==> src/rtl/spi_reg_master.sv <==
// SPI initiator for 16-bit {addr, val} register-bank and pass-through frames.
// Define SPI_REG_MASTER_READBACK_EN to synchronise MISO and return captured bits on rdata.
module spi_reg_master #(
    parameter int unsigned CLK_DIV  = 4,
    parameter int unsigned CS_SETUP = 2,
    parameter int unsigned CS_HOLD  = 2,
    parameter int unsigned CS_GAP   = 4
) (
    input  logic        clk,
    input  logic        rst,
    input  logic        start,
    input  logic        special_frame,
    input  logic [7:0]  addr,
    input  logic [7:0]  val,
    output logic        busy,
    output logic        done,
    output logic [15:0] rdata,
    output logic        spi_clk,
    output logic        spi_cs,
    output logic        spi_special,
    output logic        spi_mosi,
    input  logic        spi_miso
);
    localparam int unsigned MAX_A   = (CLK_DIV > CS_SETUP) ? CLK_DIV : CS_SETUP;
    localparam int unsigned MAX_B   = (CS_HOLD > CS_GAP) ? CS_HOLD : CS_GAP;
    localparam int unsigned MAX_CNT = (MAX_A > MAX_B) ? MAX_A : MAX_B;
    localparam int unsigned CW      = $clog2(MAX_CNT + 1);

    localparam logic [CW-1:0] DIV_LD   = CW'(CLK_DIV - 1);
    localparam logic [CW-1:0] SETUP_LD = CW'(CS_SETUP - 1);
    localparam logic [CW-1:0] HOLD_LD  = CW'(CS_HOLD - 1);
    localparam logic [CW-1:0] GAP_LD   = CW'(CS_GAP - 1);

    typedef enum logic [2:0] {StIdle, StPre, StSetup, StShift, StHold, StPost, StGap} state_e;

    state_e        state_q;
    logic [CW-1:0] cnt_q;
    logic [4:0]    bit_cnt_q;
    logic [15:0]   shreg_q;

`ifdef SPI_REG_MASTER_READBACK_EN
    logic        miso_q1, miso_q2;
    logic [15:0] capture_q;

    always_ff @(posedge clk or posedge rst) begin
        if (rst) begin
            miso_q1 <= 1'b0;
            miso_q2 <= 1'b0;
        end else begin
            miso_q1 <= spi_miso;
            miso_q2 <= miso_q1;
        end
    end
`else
    logic unused_miso;
    assign unused_miso = spi_miso;
    assign rdata       = 16'h0000;
`endif

    always_ff @(posedge clk or posedge rst) begin
        if (rst) begin
            state_q     <= StIdle;
            cnt_q       <= '0;
            bit_cnt_q   <= '0;
            shreg_q     <= '0;
            busy        <= 1'b0;
            done        <= 1'b0;
            spi_clk     <= 1'b0;
            spi_cs      <= 1'b1;
            spi_special <= 1'b1;
            spi_mosi    <= 1'b0;
`ifdef SPI_REG_MASTER_READBACK_EN
            capture_q   <= '0;
            rdata       <= '0;
`endif
        end else begin
            done <= 1'b0;
            unique case (state_q)
                StIdle: begin
                    if (start) begin
                        shreg_q     <= {addr, val};
                        spi_special <= ~special_frame;
                        busy        <= 1'b1;
                        state_q     <= StPre;
                    end
                end
                StPre: begin
                    spi_cs   <= 1'b0;
                    spi_mosi <= shreg_q[15];
                    cnt_q    <= SETUP_LD;
                    state_q  <= StSetup;
                end
                StSetup: begin
                    if (cnt_q != '0) begin
                        cnt_q <= cnt_q - 1'b1;
                    end else begin
                        spi_clk   <= 1'b1;
                        bit_cnt_q <= '0;
                        cnt_q     <= DIV_LD;
                        state_q   <= StShift;
                    end
                end
                StShift: begin
                    if (cnt_q != '0) begin
                        cnt_q <= cnt_q - 1'b1;
                    end else if (spi_clk) begin
                        spi_clk <= 1'b0;
                        cnt_q   <= DIV_LD;
                    end else begin
                        // Last cycle of the low phase: sample MISO, then open the next bit.
`ifdef SPI_REG_MASTER_READBACK_EN
                        capture_q <= {capture_q[14:0], miso_q2};
`endif
                        bit_cnt_q <= bit_cnt_q + 1'b1;
                        if (bit_cnt_q == 5'd15) begin
                            cnt_q   <= HOLD_LD;
                            state_q <= StHold;
                        end else begin
                            spi_clk  <= 1'b1;
                            spi_mosi <= shreg_q[14];
                            shreg_q  <= {shreg_q[14:0], 1'b0};
                            cnt_q    <= DIV_LD;
                        end
                    end
                end
                StHold: begin
                    if (cnt_q != '0) begin
                        cnt_q <= cnt_q - 1'b1;
                    end else begin
                        spi_cs  <= 1'b1;
                        done    <= 1'b1;
`ifdef SPI_REG_MASTER_READBACK_EN
                        rdata   <= capture_q;
`endif
                        state_q <= StPost;
                    end
                end
                StPost: begin
                    // SPECIAL outlives CS by one cycle so the commit edge sees it asserted.
                    spi_special <= 1'b1;
                    cnt_q       <= GAP_LD;
                    state_q     <= StGap;
                end
                StGap: begin
                    if (cnt_q != '0) begin
                        cnt_q <= cnt_q - 1'b1;
                    end else begin
                        busy    <= 1'b0;
                        state_q <= StIdle;
                    end
                end
                default: state_q <= StIdle;
            endcase
        end
    end
endmodule
==> config.mk <==
export PLATFORM = sky130hd
export DESIGN_NAME = spi_reg_master
export DESIGN_NICKNAME = d
export VERILOG_FILES = /design/src/rtl/spi_reg_master.sv
export SDC_FILE = /design/constraint.sdc
export NUM_CORES = 1
export LEC_CHECK = 0
export BUFFER_PORTS_ARGS = -buffer_cell sky130_fd_sc_hd__buf_2
export CAP_MARGIN = 40
export CORE_MARGIN = 2
export CORE_UTILIZATION = 55
export DETAILED_ROUTE_END_ITERATION = 16
export HOLD_SLACK_MARGIN = 0.1
export PLACE_DENSITY = 0.86
export SLEW_MARGIN = 10
export SYNTH_ARGS = -nofsm -noshare
export SYNTH_HDL_FRONTEND = slang
export SYNTH_SLANG_ARGS = --single-unit
==> constraint.sdc <==
create_clock -name clk -period 5.52 [get_ports clk]
set_input_delay 1.104 -clock clk [delete_from_list [all_inputs] [get_ports clk]]
set_output_delay 1.104 -clock clk [all_outputs]
set_load 0.01 [all_outputs]
Word-level counts from Yosys, hierarchy flattened. Cells that the tools add are included.

Bits in registers: 33. Word-level logic and storage cells: 88.

Bitwise logic cells: 1. Reduce and logical (&&, ||, !) cells: 19. Add/subtract/negate cells: 2. Eq/ne operators: 16. Multiplexer cells: 40.

Operators with widths (number): 16-bit 2-to-1 mux (4); 16-bit one-hot mux with 2 select lines (1); 3-bit 2-to-1 mux (10); 3-bit one-hot mux with 7 select lines (1); 2-bit != test, second input constant (8); 5-bit 2-to-1 mux (3); 3-bit one-hot mux with 5 select lines (1); 1-bit 2-to-1 mux (12); 2-bit nonzero test (6); 1-bit one-hot mux with 2 select lines (5); 5-bit one-hot mux with 2 select lines (1); 3-bit == test, second input constant (3); 4-bit AND reduction (2); 7-bit AND reduction (1); 3-bit by 2-bit == test with 1-bit output, second input constant (2); 2-bit AND reduction (3); 3-bit AND reduction (2); 5-bit by 1-bit adder with 5-bit output, second input constant (1); 5-bit by 4-bit == test with 1-bit output, second input constant (1); 5-bit AND reduction (1); 5-bit nonzero test (1); 2-bit 2-to-1 mux (2); 3-bit by 1-bit == test with 1-bit output, second input constant (1); 3-bit zero test (1); 5 further kinds (5).

Longest topological paths before layout.
Depth in word-level cells: 5. Depth in mapped cells: 7.

Least setup slack after synthesis. No wires, ideal clock.

Path type: input port to flip-flop. From: input start. To: register shreg_q[14]. Data required time: 5395 ps. Stages: 4. Setup time: 125 ps. Setup slack: 3172 ps. Data arrival time: 2223 ps. Cell sequence: or4b_1 > o21ai_4 > buf_6 > mux2_2.

Cells in the longest elaborated chain, start to end: 2.

RTL lines: start: declaration (RTL line 11) `input logic start,`; 2-bit != test (no source line); 5-bit AND reduction (no source line); end signal: assignment (RTL line 81) `shreg_q <= {addr, val};`; end signal: assignment (RTL line 121) `shreg_q <= {shreg_q[14:0], 1'b0};`; end: declaration (RTL line 39) `logic [15:0] shreg_q;`.

No other way between the ends. A chain may end at the register's enable or synchronous reset.

Final worst setup path.
From: register bit_cnt_q[0]. To: register shreg_q[2].

Cells in the longest elaborated chain, start to end: 3.

RTL lines: start: declaration (RTL line 38) `logic [4:0] bit_cnt_q;`; start signal: assignment (RTL line 114) `bit_cnt_q <= bit_cnt_q + 1'b1;`; 5-bit by 4-bit == test with 1-bit output (RTL line 115) `if (bit_cnt_q == 5'd15) begin`; 2-bit != test (no source line); 5-bit AND reduction (no source line).

No other way between the ends.

==> results by group <==
STA
  – Worst-Margin Slew: about 0.7 ns
  – Fin. Hold Viols: 0
  – Max frequency: 392 MHz
  – Final Setup Violations: 0
  – Max-slew headroom: 53.1%
  – RSZ-0062 raised after global routing: no
  – Fin Setup TNS: 0 ns
  – Worst Skew: 0.0126 ns
  – Final period util: approximately 46%
  – Tmin final: 2.55 ns
  – Slew Viols, Final: 0
  – Final Hold Slack: 0.496 ns

Yosys
  – Avg Cell Area, Syn: 11.2 sq um
  – Synth area leader: dfrtp_1
  – Post-Synth Adder-Cell Area: under 10%
  – Post-synthesis xor/xnor area fraction: 0%
  – Yosys cell types: 44
  – Post-synth top flop: dfrtp_1
  – Seq/Total Area, Yosys: 42.6%
  – Multiplexer share of the synthesized area: between 20% and 30%
  – Ys Warns: 0
  – Mapped Area: between 0.0015 and 0.002 sq mm
  – Top cell type's share of synthesized area: 39.9%
  – Synth Area in Simple Gates: 9.97%
  – Gate Count Post-Synth: 174
  – EDFF count, synth: 0
  – Post-synth ARST share: 100%
  – Largest family of logic cells by synthesized area: multiplexers
  – Post-synthesis register bit count: 33
  – Synth area leaders: dfrtp_1, mux2_2, buf_4, mux2_1, dfstp_2
  – Compound-Gate Fraction of Synth Area: 14.3%

Cells and area
  – Most common cell after layout, fill and taps aside: dfrtp_1
  – Cell area after layout: 0.00209 sq mm
  – Multi-input logic area: 975 sq um
  – Layout Cells excl Fill: 245
  – Share of post-route cells with drive strength above 1: about a third
  – Antenna diode count: 0
  – Sequential Area: 828 sq um
  – Most frequent cells in the layout: dfrtp_1, mux2_2, buf_2
  – Final Net Count: 223
  – FILL cells: 299
  – Synth-to-Final Area Change: 7.66%

Routing
  – DRT antenna net count: 0
  – WL/cell: 13.6 um
  – DRC: 0
  – Via count: 1341
  – Vias/cell: approximately 5.5
  – Starting DRC count in detailed routing: 90
  – First drt pass iteration count: 4
  – Wirelength, routed: 3340 um

GRT
  – Wire length of the first global-routing pass: 5740 um
  – Number of global-route vias before repair: 1269
  – Pin count of the biggest net entering global routing: 34
  – Gr usage total: 18.5%
  – Initial antenna violation count: 0
  – Overflow after GRT: 0

Die
  – Row cnt: 21
  – Core area: 0.00336 sq mm
  – I/O pins: 43
  – Die Area: approximately 0.0040 sq mm
  – Die height: about 63 um
  – Initial core utilization: 57.8%
  – DIE WIDTH: about 63 um

Power and ir drop
  – Pwr dens: 471 mW/mm^2
  – Internal: 620 uW
  – VDD IR max: 0.000211 V
  – Comb pwr share: 42.6%
  – Net switching power: 365 uW
  – Clock share of power: 13.5%
  – Final total power: 985 uW
  – Sw Share: a little under two fifths
  – Sequential power share: a little over two fifths
  – Leakage: 0.000957 uW

Critical path
  – CP dominant cell by count: ha_1
  – Cells along the critical path: ha_1 > and3_1 > ha_1 > or4b_4 > o21ai_4 > mux2_2
  – CP bufs+invs: 0
  – CP max FO: 15
  – Top Family by Delay on Critical Path: simple AND/OR/NAND/NOR gates
  – Crit start category: flop
  – WS Path Type: reg2reg
  – Slowest stage delay, CP: between 0.5 and 0.6 ns
  – Endpoint class of the critical path: flop
  – CP required: 5.75 ns
  – Arr. time, crit path: ~2.8 ns
  – Critical Path Slowest Stage Cell: or4b_4

Placed design
  – DP Wirelength: 2350 um
  – Port bufs: 25
  – Final Wtd Congestion: approximately 0.81
  – Placed cells: between 200 and 250
  – Dpl cell area: 0.00204 sq mm

CTS
  – Hold_buf cts: 0
  – Post_cts resized: 0
  – Post-CTS Setup Bufs: 0
  – CTS sink count: 33
  – Htree depth: 2
  – CTS Root Cell: clkbuf_4
  – CTS tree: built
  – Clk pin slew, worst setup/hold paths: roughly 0.1 ns
  – CTS Buf Count: 5
  – Maximum clock path buffer count: 2
  – Clk_lat worst skew: approximately 0.34 ns

Worst hold path
  – Hold Crit Class: reg2reg

Status
  – Status: finished, final reports clean

Run
  – Max Cap Viol: 0
worst min-delay path, delay by kind of cell, from the launching register on:
| kind | cells | cell delay, ns |
|---|---|---|
| flip-flops | 1 | 0.38 |
| AO/OA/AOI/OAI | 1 | 0.06 |
| buffers and inverters | 1 | 0.06 |
logic make-up after synthesis:
| kind of cell | count (synthesis) |
|---|---|
| muxes | 35 |
| AOI/OAI and AO/OA | 38 |
| DFF | 33 |
| and+or+nand+nor | 29 |
| buffers and inverters | 34 |
| other | 1 |
| adders and majority gates | 4 |
per-stage QoR:
| step | util, % | setup slack [ns] |
|---|---|---|
| 6_report | 62.2 | 2.97 |
| 5_1_grt | 62.2 | 2.78 |
| 4_1_cts | 62.2 | 2.97 |
| 3_5_place_dp | 60.7 | 3.00 |
| 3_3_place_gp | 60.3 | 2.54 |
| 2_1_floorplan | - | 3.17 |
worst paths after layout:
path                                          start                       to  slack [ns]  depth (start not counted)
max                        bit_cnt_q[0]$_DFFE_PP0P_   shreg_q[2]$_DFFE_PP0P_        2.97                          6
min                         spi_special$_DFFE_PP1P_  spi_special$_DFFE_PP1P_        0.50                          2
max reg2reg                bit_cnt_q[0]$_DFFE_PP0P_   shreg_q[2]$_DFFE_PP0P_        2.97                          6
min reg2reg                 spi_special$_DFFE_PP1P_  spi_special$_DFFE_PP1P_        0.50                          2
max in group asynchronous                       rst  spi_special$_DFFE_PP1P_        4.35                          3
min in group asynchronous                       rst         busy$_DFFE_PP0P_        0.83                          3
state kept, by name (all words and copies together), names as in the netlist:
register and flops:
cnt_q 3, done 1, spi_cs 1, spi_special 1
spi_clk 1, spi_mosi 1, busy 1, bit_cnt_q 5
shreg_q 16, state_q 3
power by group through the flow:
stage               registers [uW]  clock network [uW]  logic [uW]
global placement               430                   0         398
CTS                            433                 134         425
floorplan                      394                   0         378
global route                   455                 147         470
detailed placement             438                   0         423
finish                         433                 133         420
cells in the mapped netlist (3+ instances only):
| cell | n |
|---|---|
| a21oi_1 | 3 |
| a22o_1 | 4 |
| buf_4 | 16 |
| clkbuf_1 | 6 |
| dfrtp_1 | 31 |
| ha_1 | 4 |
| inv_1 | 9 |
| mux2_1 | 7 |
| mux2_2 | 27 |
| nand2_1 | 4 |
| nor2_1 | 5 |
| nor3b_1 | 3 |
| o211ai_1 | 3 |
| o21ai_0 | 10 |
layer usage:
metal	up-vias	wire (um)	GRT usage, %	share of wire [%]
li1	648	-	-	-
met1	657	1510	23.9	45
met2	28	1630	29.5	49
met3	8	127	3.75	3.8
met4	0	69	8.97	2.1
met5	-	0	0	0
layout make-up:
cell class | instances | area share [%]
clock inverters | 2 | 0.478
well taps | 46 | 2.75
multi-input cells | 122 | 46.6
flip-flops and latches | 33 | 39.6
inverters | 9 | 1.61
repair buffers | 27 | 7.05
clock buffers | 6 | 1.97
Note: power is estimated with default switching activity, not from simulation.
